### config.mk
export PLATFORM = sky130hd
export DESIGN_NAME = mulq_arbiter
export DESIGN_NICKNAME = d
export VERILOG_FILES = /design/src/rtl/mulq_arbiter.sv
export SDC_FILE = /design/constraint.sdc
export NUM_CORES = 1
export LEC_CHECK = 0
export CAP_MARGIN = 20
export CORE_UTILIZATION = 35
export DETAILED_ROUTE_END_ITERATION = 10
export DONT_BUFFER_PORTS = 1
export PLACE_DENSITY = 0.59
export SYNTH_ARGS = -nofsm -noshare
export SYNTH_HDL_FRONTEND = slang
export SYNTH_SLANG_ARGS = --single-unit
### constraint.sdc
create_clock -name clk -period 5.1 [get_ports clk]
set_clock_uncertainty 0.05 [all_clocks]
set_input_delay 1.275 -clock clk [delete_from_list [all_inputs] [get_ports clk]]
set_output_delay 1.275 -clock clk [all_outputs]
set_load 0.03 [all_outputs]
### src/rtl/mulq_arbiter.sv
// ---------------------------------------------------------------------------
// mulq_arbiter
// Arbitrates NREQ signed 16-bit operand requesters (round-robin or fixed
// priority, with per-requester masking) into a two-stage pipeline that
// multiplies the winning operand by 3329 and presents a 32-bit signed result
// with the owning requester index. A single stall condition (result held but
// not accepted downstream) freezes the whole pipeline and blocks new grants.
//
// Ports
//   clk        : clock, rising edge
//   srst       : synchronous active-high reset
//   req_valid  : [NREQ]     per-requester operand valid
//   req_data   : [16*NREQ]  operands, requester i at [16i+15:16i]
//   req_ready  : [NREQ]     one-hot grant/accept (combinational)
//   cfg_mode   : 0 round-robin, 1 fixed priority (requester 0 highest)
//   cfg_mask   : [NREQ]     1 excludes requester i from arbitration
//   rsp_valid  : result valid
//   rsp_id     : [clog2(NREQ)] requester owning the result
//   rsp_data   : [32]       operand * 3329, two's complement
//   rsp_ready  : downstream accept
//   busy       : any pipeline stage holds a valid entry
//   op_cnt     : [CNT_W]    accepted-request count, saturating
// ---------------------------------------------------------------------------
module mulq_arbiter #(
    parameter int unsigned NREQ  = 4,
    parameter int unsigned CNT_W = 16
) (
    input  logic                     clk,
    input  logic                     srst,
    input  logic [NREQ-1:0]          req_valid,
    input  logic [16*NREQ-1:0]       req_data,
    output logic [NREQ-1:0]          req_ready,
    input  logic                     cfg_mode,
    input  logic [NREQ-1:0]          cfg_mask,
    output logic                     rsp_valid,
    output logic [$clog2(NREQ)-1:0]  rsp_id,
    output logic [31:0]              rsp_data,
    input  logic                     rsp_ready,
    output logic                     busy,
    output logic [CNT_W-1:0]         op_cnt
);

    localparam int unsigned ID_W = $clog2(NREQ);

    logic [ID_W-1:0]  r_rr_ptr;
    logic             r_s1_valid;
    logic [15:0]      r_s1_data;
    logic [ID_W-1:0]  r_s1_id;
    logic             r_s2_valid;
    logic [31:0]      r_s2_data;
    logic [ID_W-1:0]  r_s2_id;
    logic [CNT_W-1:0] r_op_cnt;

    logic             w_stall;
    logic [NREQ-1:0]  w_elig;
    logic             w_found;
    logic [ID_W-1:0]  w_sel;
    logic [ID_W:0]    w_idx;
    logic             w_accept;
    logic [15:0]      w_opnd;
    logic [31:0]      w_prod;

    assign w_stall = r_s2_valid & ~rsp_ready;
    assign w_elig  = req_valid & ~cfg_mask;

    // Requester selection. Round-robin scans rr_ptr+1 .. rr_ptr+NREQ with an
    // explicit wrap so non-power-of-two NREQ works without a modulo.
    always_comb begin
        w_found = 1'b0;
        w_sel   = '0;
        w_idx   = '0;
        if (cfg_mode) begin
            for (int unsigned i = 0; i < NREQ; i++) begin
                if (!w_found && w_elig[i]) begin
                    w_found = 1'b1;
                    w_sel   = ID_W'(i);
                end
            end
        end else begin
            for (int unsigned k = 1; k <= NREQ; k++) begin
                w_idx = (ID_W+1)'(r_rr_ptr) + (ID_W+1)'(k);
                if (w_idx >= (ID_W+1)'(NREQ))
                    w_idx = w_idx - (ID_W+1)'(NREQ);
                if (!w_found && w_elig[w_idx[ID_W-1:0]]) begin
                    w_found = 1'b1;
                    w_sel   = w_idx[ID_W-1:0];
                end
            end
        end
    end

    // Grant is suppressed during reset so nothing is accepted on a reset edge.
    always_comb begin
        req_ready = '0;
        if (w_found && !w_stall && !srst)
            req_ready[w_sel] = 1'b1;
    end

    assign w_accept = w_found & ~w_stall & ~srst;

    always_comb begin
        w_opnd = '0;
        for (int unsigned i = 0; i < NREQ; i++) begin
            if (w_sel == ID_W'(i))
                w_opnd = req_data[16*i +: 16];
        end
    end

    // 3329 = 13*256 + 1; the signed multiply keeps the exact 32-bit result.
    assign w_prod = $signed(r_s1_data) * 32'sd3329;

    always_ff @(posedge clk) begin
        if (srst) begin
            r_rr_ptr   <= ID_W'(NREQ - 1);
            r_s1_valid <= 1'b0;
            r_s1_data  <= '0;
            r_s1_id    <= '0;
            r_s2_valid <= 1'b0;
            r_s2_data  <= '0;
            r_s2_id    <= '0;
            r_op_cnt   <= '0;
        end else begin
            if (w_accept) begin
                r_rr_ptr <= w_sel;
                if (r_op_cnt != '1)
                    r_op_cnt <= r_op_cnt + CNT_W'(1);
            end
            if (!w_stall) begin
                r_s1_valid <= w_accept;
                if (w_accept) begin
                    r_s1_data <= w_opnd;
                    r_s1_id   <= w_sel;
                end
                r_s2_valid <= r_s1_valid;
                if (r_s1_valid) begin
                    r_s2_data <= w_prod;
                    r_s2_id   <= r_s1_id;
                end
            end
        end
    end

    assign rsp_valid = r_s2_valid;
    assign rsp_id    = r_s2_id;
    assign rsp_data  = r_s2_data;
    assign busy      = r_s1_valid | r_s2_valid;
    assign op_cnt    = r_op_cnt;

endmodule

## After elaboration in Yosys (flattened, before gate mapping)

Index checks and enable logic that the tools add are counted.

- Register bits: 72
- Latch bits: 0
- RAM bits: 0
- ROM bits: 0
- Input bits: 76
- Logic and storage cells: 108
- Memories: 0

- Add/sub/neg operators: 9
- Multipliers: 1
- Div/mod/pow operators: 0
- $lt $le $gt $ge: 10
- Equal/unequal tests: 4
- Shift operators: 0
- Multiplexer cells: 46
- Bitwise operators: 9
- Reductions and logical operators: 21

Operators by type and width:

| operator | number |
|---|---|
| 2-to-1 mux 16 bit | 4 |
| 2-to-1 mux 2 bit | 15 |
| multiplier 16 x 13 -> 29 bit (second input constant) | 1 |
| 2-to-1 mux 1 bit | 21 |
| adder 16 x 1 -> 16 bit (second input constant) | 1 |
| inequality test 16 bit (second input constant) | 1 |
| < comparator 2 x 3 -> 1 bit (second input constant) | 5 |
| >= comparator 3 bit (second input constant) | 4 |
| logical AND 1 bit | 9 |
| binary-select mux 1 bit (select 2 bit) | 4 |
| zero test 1 bit | 8 |
| subtractor 2 x 1 -> 2 bit (second input constant) | 4 |
| adder 2 x 2 -> 3 bit (second input constant) | 2 |
| AND reduction 2 bit | 3 |
| AND 4 bit | 1 |
| == test 2 bit (second input constant) | 2 |
| 2-to-1 mux 4 bit | 1 |
| NOT 4 bit | 1 |
| adder 2 x 1 -> 3 bit (second input constant) | 1 |
| adder 2 x 3 -> 3 bit (second input constant) | 1 |
| AND 1 bit | 3 |
| NOT 1 bit | 3 |
| demux 1 bit (select 2 bit) | 1 |
| == test 2 x 1 -> 1 bit (second input constant) | 1 |
| 3 further kinds | 3 |

## Longest topological paths before layout

Gate-level depths: netlist (run 1).

- Depth in word-level cells: 25
- Depth in mapped cells: 16

## Worst setup path after synthesis (run 1)

No wires, ideal clock.

- Path kind: in2out
- Start point: input cfg_mask[3]
- End point: output req_ready[2]
- Arrival: 2926 ps
- Data required time: 3775 ps
- Setup slack: 849 ps
- Stages: 6
- Cell sequence: and4bb_2 > a221oi_2 > a211o_2 > buf_8 > buf_2 > nor3_1

- Longest elaborated chain between the ends: 23
- Elaborated cells on any way between the ends: 40
- Classes of those cells: order compare: 2; mux: 26; bitwise: 2; reduce/logical: 10

Ends and longest elaborated chain:

| item | RTL line | RTL |
|---|---|---|
| from (decl) | 34 | `input logic [NREQ-1:0] cfg_mask,` |
| NOT 4 bit * | 64 | `assign w_elig = req_valid & ~cfg_mask;` |
| AND 4 bit * | 64 |  |
| binary-select mux 1 bit (select 2 bit) | 84 | `if (!w_found && w_elig[w_idx[ID_W-1:0]]) begin` |
| 2-to-1 mux 1 bit (implied by the code) | 84 |  |
| 2-to-1 mux 1 bit | 84 |  |
| 2-to-1 mux 1 bit | 72 | `if (cfg_mode) begin` |
| zero test 1 bit | 84 |  |
| logical AND 1 bit | 84 |  |
| [7 not listed] | - |  |
| logical AND 1 bit | 84 |  |
| 2-to-1 mux 2 bit | 84 |  |
| 2-to-1 mux 2 bit | 72 |  |
| < comparator 2 x 3 -> 1 bit (implied by the code) / >= comparator 2 x 1 -> 1 bit (equally long branches) | 96 | `req_ready[w_sel] = 1'b1;` |
| logical AND 1 bit (implied by the code) | 96 |  |
| 2-to-1 mux 1 bit (implied by the code) | 96 |  |
| demux 1 bit (select 2 bit) | 96 |  |
| 2-to-1 mux 4 bit * | 95 | `if (w_found && !w_stall && !srst)` |
| to (decl) | 32 | `output logic [NREQ-1:0] req_ready,` |

Mark *: on every way between the ends. The rest lies on a longest branch, timed or not. The select of a mux whose other input is x is not followed.

## Worst setup path in the final report (run 1)

- Start point: register r_s1_data[2]
- End point: register r_s2_data[30], in the netlist rsp_data[30]

- Longest elaborated chain between the ends: 1

Ends and longest elaborated chain:

| item | RTL line | RTL |
|---|---|---|
| from (decl) | 47 | `logic [15:0] r_s1_data;` |
| from (signal assigned) | 131 | `r_s1_data <= w_opnd;` |
| multiplier 16 x 13 -> 29 bit | 110 | `assign w_prod = $signed(r_s1_data) * 32'sd3329;` |
| to (signal assigned) | 136 | `r_s2_data <= w_prod;` |
| to (decl) | 50 | `logic [31:0] r_s2_data;` |

No other way between the ends.
A chain may end at the register's enable or synchronous reset.

==> results of run 1 <==
[routing by layer]
metal	global-route usage [%]	vias to the layer above	part of all wire, %
met5	0	-	0
li1	-	2237	-
met3	5.453	29	7.2
met4	6.703	0	2.2
met1	21.81	2057	45
met2	28.06	151	46
[worst reg2reg max path: cells and delay by family, from the launching register on]
kind                       cells  cell delay (ps)
AOI/OAI and AO/OA              4             1110
adders and majority gates      6             2210
buffers and inverters          4              200
DFF                            1              370
muxes                          1              350
and+or+nand+nor                1              170
[layout by cell type (no fill, tap or decap), types with 19 or more instances in the layout]
cell and instances:
nand2_1 56, a21oi_1 37, dfxtp_1 69, ha_1 75
fa_1 29, xnor2_1 19, nor2_1 51, inv_1 57
mux2i_1 35, o21ai_0 25
[synth_stat cells, types with 5 or more instances]
master	number
ha_1	75
dfxtp_1	69
inv_1	57
nand2_1	56
nor2_1	51
a21oi_1	37
mux2i_1	35
fa_1	29
o21ai_0	25
clkbuf_1	21
xnor2_1	19
nor3_1	14
o221a_2	12
a211oi_1	9
a21o_1	9
nand3_1	8
nand3b_1	8
nand4_1	8
xor2_1	8
nand2b_1	7
nor3b_1	7
a211o_1	6
mux2_2	5
[cells by family after synthesis]
family,Yosys count
mux,40
fa+ha+maj,104
flops,69
xor+xnor,27
buf+inv,88
simple gates,187
compound gates,127
[cell type report]
type	instances	area [µm²]
Inverter	57	214.0
Antenna cell	1	2.502
Multi-Input combinational cell	485	3968
Clock buffer	9	225.2
Sequential cell	69	1381
Timing Repair Buffer	11	82.58
Fill cell	1623	9726
Clock inverter	7	73.82
Tap cell	216	270.3
[power by group through the flow]
stage / Clock (mW) / Combinational, mW / Sequential (mW)
finish: 0.639 / 2.38 / 0.818
global route: 0.681 / 2.74 / 0.834
CTS: 0.659 / 2.38 / 0.823
detailed placement: 0 / 2.33 / 0.835
global placement: 0 / 2.31 / 0.832
floorplan: 0 / 1.87 / 0.812
[metrics by stage]
stage	instance area (µm²)	utilization (%)
global route	6215	38.98
finish	6217	39.00
global placement	5916	37.11
detailed placement	5916	37.11
floorplan	5724	-
CTS	6215	38.98
[flip-flops by register name, indices dropped and copies added (netlist names)]
signal and cells:
op_cnt 16, r_rr_ptr 2, r_s1_data 16, r_s1_id 2, r_s1_valid 1, rsp_data 29
rsp_id 2, rsp_valid 1
[final timing paths]
kind | depth (start not counted) | slack [ps] | to | from
max | 16 | 550 | rsp_data[30]$_SDFFE_PP0P_ | r_s1_data[2]$_SDFFE_PP0P_
min | 2 | 410 | rsp_id[0]$_SDFFE_PP0P_ | r_s1_id[0]$_SDFFE_PP0P_
max reg2reg | 16 | 550 | rsp_data[30]$_SDFFE_PP0P_ | r_s1_data[2]$_SDFFE_PP0P_
min reg2reg | 2 | 410 | rsp_id[0]$_SDFFE_PP0P_ | r_s1_id[0]$_SDFFE_PP0P_
==> impl_results.md, run 1 <==
* Number of DRC markers in iteration 0 at 218
* Async set-reset flop share out of synthesis at 0%
* Library cells used by synthesis at 56
* Placer Congestion at 0.9121
* Vias/cell at 5.233
* Status: finished clean
* CTS tree: done
* Pleak at 2.821 nW
* Final period util at 89.30%
* Top-area cell type share of the netlist area at 24.13%
* Syn Std Cell Area at 0.005724 mm²
* Largest net degree at the start of global routing at 80
* Gr usage total at 17.45%
* # DRC at 0
* Die width at 129.9 µm
* Post-synth EDFFs at 0
* Max Slew Vio Count at 0
* Synthesized flop and latch total at 69
* Worst Path Required at 5280 ps
* Clock transition at path regs at 60 ps
* Endpoints failing hold at 0
* Seq pwr share at 21.3%
* ANT nets after route at 0
* Synthesized area per cell at 8.916 µm²
* RSZ-0062 raised after global routing: no
* Placed Cells at 838
* Overall power at 3.840 mW
* CTS HTree Levels at 3
* Final net count at 813
* Total congestion overflow at 0
* Comb pwr share at 62.1%
* Top delay family on crit path: adder cells
* Syn Nets at 822
* Worst EP arrival at 4740 ps
* Post-synthesis xor/xnor area fraction at 4.131%
* Pre-Repair DR Iteration Count at 4
* Synth Area in Adders at 26.54%
* Hold Slack at 414.1 ps
* TritonCTS Sinks at 69
* Largest area contributor in the netlist: dfxtp_1
* Largest family of logic cells by synthesized area: adder cells
* Routed wire length at 13.99 mm
* Max cap viols at 0
* VDD IR max at 0.2687 mV
* Crit path time final at 4554 ps
* Fin worst setup slack at 545.6 ps
* Post-Synthesis Cells at 642
* Internal power at 2.029 mW
* Vias at 4474
* DIE HEIGHT at 129.9 µm
* Skew-Pair Late Insertion Delay at 350 ps
* Finished Layout Cells at 855
* Tightest Pin Transition at 848.8 ps
* WS Path Type: reg2reg
* Vias in the first global route at 4444
* Min-delay worst type: reg2reg
* PortBufs at 0
* Share of cells above drive strength 1 at 8.621%
* Crit path buf inv count at 4
* Critical path fanouts, max at 5
* Ranking of synthesized cells by area: dfxtp_1 (24%), ha_1 (16%), fa_1 (10%), mux2i_1 (6.1%), inv_1 (3.7%)
* Switching component of the power at 1.812 mW
* Delay of the slowest critical-path stage at 510 ps
* Simple-Gate Fraction of Synth Area at 16.02%
* CTS buffer count at 9
* Root Driver: clkbuf_16
* Synth Area in Compound Gates at 15.41%
* Number of setup buffers added after CTS at 0
* Critical path, cell by cell: ha_1 -> inv_1 -> fa_1 -> inv_1 -> ha_1 -> inv_1 -> fa_1 -> inv_1 -> ha_1 -> ha_1 -> nor2b_1 -> o31a_1 -> o2111ai_1 -> a31oi_1 -> o211ai_1 -> mux2_2
* Slowest CP cell: fa_1
* # setup viols final at 0
* # IOs at 132
* Max_slew headroom at 42.98%
* Synthesis Warnings at 0
* Core Box Area at 0.01594 mm²
* Starting density of the core at 35.90%
* Prevailing post-synth register cell: dfxtp_1
* Max Root-Sink Buffers at 2
* Wirelength per Cell at 16.36 µm
* Area Growth Syn to Fin at 8.612%
* Multiplexer area fraction after synthesis at 7.104%
* CTS hold repair buffers at 0
* Post-Place Setup Slack at 569.2 ps
* # rows at 46
* PostCTS Resize Cnt at 0
* Setup crit end kind: register
* Max Clk Rate at 219.6 MHz
* Pwr dens at 617.7 mW/mm²
* First-pass GRT wire length at 22.76 mm
* Initial antenna violation count at 1
* Area of the die at 0.01687 mm²
* Worst Setup Start Kind: register
* Sw frac at 47.18%
* Sequential area share after synthesis at 24.13%
* DP HPWL at 11.12 mm
* Clock Power Share at 16.6%
* Setup tns final at 0 ps
No activity file was read; power rests on OpenSTA's default activity.
==> inputs of run 2 (changes only) <==
--- a/config.mk
+++ b/config.mk
@@ -6,6 +6,7 @@
 export NUM_CORES = 1
 export LEC_CHECK = 0
 export CAP_MARGIN = 20
+export CORE_ASPECT_RATIO = 1.4
 export CORE_UTILIZATION = 35
 export DETAILED_ROUTE_END_ITERATION = 10
 export DONT_BUFFER_PORTS = 1
==> constraint.sdc (replaced) <==
create_clock -name clk -period 5.7 [get_ports clk]
set_clock_uncertainty 0.05 [all_clocks]
set_input_delay 1.425 -clock clk [delete_from_list [all_inputs] [get_ports clk]]
set_output_delay 1.425 -clock clk [all_outputs]
set_load 0.03 [all_outputs]
==> impl_results.md, run 2 (same netlist as run 1, synthesis figures left out) <==
* Status: finished clean
* Number of setup buffers added after CTS at 0
* Finished Layout Cells at 832
* PostCTS Resize Cnt at 0
* Wirelength per Cell at 16.69 µm
* # rows at 54
* Max cap viols at 0
* Pwr dens at 551.3 mW/mm²
* Starting density of the core at 36.21%
* # setup viols final at 0
* Root Driver: clkbuf_16
* Endpoints failing hold at 0
* Final period util at 79.23%
* Final net count at 811
* CTS HTree Levels at 3
* PortBufs at 0
* Clock transition at path regs at 60 ps
* WS Path Type: in2out
* # IOs at 132
* Max reg flops at 29
* Crit path time final at 4516 ps
* Worst EP arrival at 3040 ps
* Largest net degree at the start of global routing at 80
* Most common cell after layout, fill and taps aside: ha_1
* Max Slew Vio Count at 0
* Reg2Reg Setup Slack at 1210 ps
* Vias in the first global route at 4547
* CTS hold repair buffers at 0
* Pleak at 2.811 nW
* Total congestion overflow at 0
* Gr usage total at 17.18%
* Most frequent cells in the layout: ha_1 (75), dfxtp_1 (69), inv_1 (57)
* Area Growth Syn to Fin at 7.869%
* Antenna diodes at 0
* CTS buffer count at 9
* TritonCTS Sinks at 69
* Setup crit end kind: output port
* Worst Setup Start Kind: input port
* Pre-Repair DR Iteration Count at 8
* # DRC at 0
* Number of DRC markers in iteration 0 at 162
* VDD IR max at 0.2650 mV
* RSZ-0062 raised after global routing: no
* Area of the die at 0.01688 mm²
* Min-delay worst type: reg2reg
* DP HPWL at 11.14 mm
* Vias/cell at 5.406
* Share of cells above drive strength 1 at 8.333%
* Routed wire length at 13.89 mm
* Max Clk Rate at 221.4 MHz
* Initial antenna violation count at 0
* DIE HEIGHT at 153.3 µm
* Skew-Pair Late Insertion Delay at 340 ps
* Max_slew headroom at 46.33%
* CTS tree: done
* Placed Cells at 816
* Tightest Pin Transition at 799.0 ps
* Vias at 4498
* Core Box Area at 0.01581 mm²
* Critical path fanouts, max at 21
* Worst Path Required at 4220 ps
* Max Root-Sink Buffers at 2
* Die width at 110.1 µm
* ANT nets after route at 0
* First-pass GRT wire length at 22.61 mm
* Placer Congestion at 0.9209
* Setup tns final at 0 ps
-- run 2: cell types whose count changed in the layout (fill, tap and decap cells not counted), sizes merged --
cell | before | now
buf | 11 | 9
diode | 1 | 0
-- run 2: cell type report --
class / instances / area, µm²
flip-flops and latches: 69 / 1381
clock buffers: 9 / 225.2
inverters: 57 / 214.0
well taps: 196 / 245.2
clock inverters: 7 / 73.82
repair buffers: 9 / 67.56
fillers: 1615 / 9635
multi-input cells: 485 / 3968
-- run 2: worst paths after layout --
kind                              from                   endpoint  cells after the start
max reg2reg  r_s1_data[7]$_SDFFE_PP0P_  rsp_data[30]$_SDFFE_PP0P_                     13
min reg2reg    r_s1_id[0]$_SDFFE_PP0P_     rsp_id[0]$_SDFFE_PP0P_                      2
max                        cfg_mask[3]               req_ready[1]                      8
min            r_s1_id[0]$_SDFFE_PP0P_     rsp_id[0]$_SDFFE_PP0P_                      2
-- run 2: worst max-delay path, stage by stage --
cell	delay, ps
nand2b_1	210
o21ai_0	260
o2111ai_1	180
o2111ai_2	90
buf_4	320
nand3_1	110
buf_4	200
inv_1	230
-- run 2: routing by layer --
| layer | GRT usage, % | up-vias | share of wire [%] |
|---|---|---|---|
| li1 | - | 2228 | - |
| met1 | 19.37 | 2099 | 40 |
| met2 | 30.60 | 154 | 52 |
| met3 | 3.582 | 17 | 5.6 |
| met4 | 7.048 | 0 | 2.5 |
| met5 | 0 | - | 0 |
-- run 2: power by group --
| group | switching [mW] | total [mW] | leakage (nW) | internal (mW) |
|---|---|---|---|---|
| clock | 0.228 | 0.569 | 0.146 | 0.341 |
| combinational | 1.20 | 2.10 | 2.10 | 0.907 |
| sequential | 0.172 | 0.731 | 0.566 | 0.559 |
-- run 2: stage by stage --
stage	hold WS, ps	area [µm²]	power [mW]	util (%)	worst slack, ps
6_report	425.7	6175	3.404	39.06	1184
5_1_grt	468.2	6175	3.752	39.06	981.1
4_1_cts	428.1	6175	3.427	39.06	1195
3_5_place_dp	414.4	5876	2.811	37.16	1192
3_3_place_gp	409.2	5876	2.800	37.16	1261
2_1_floorplan	382.3	5724	2.399	-	1149
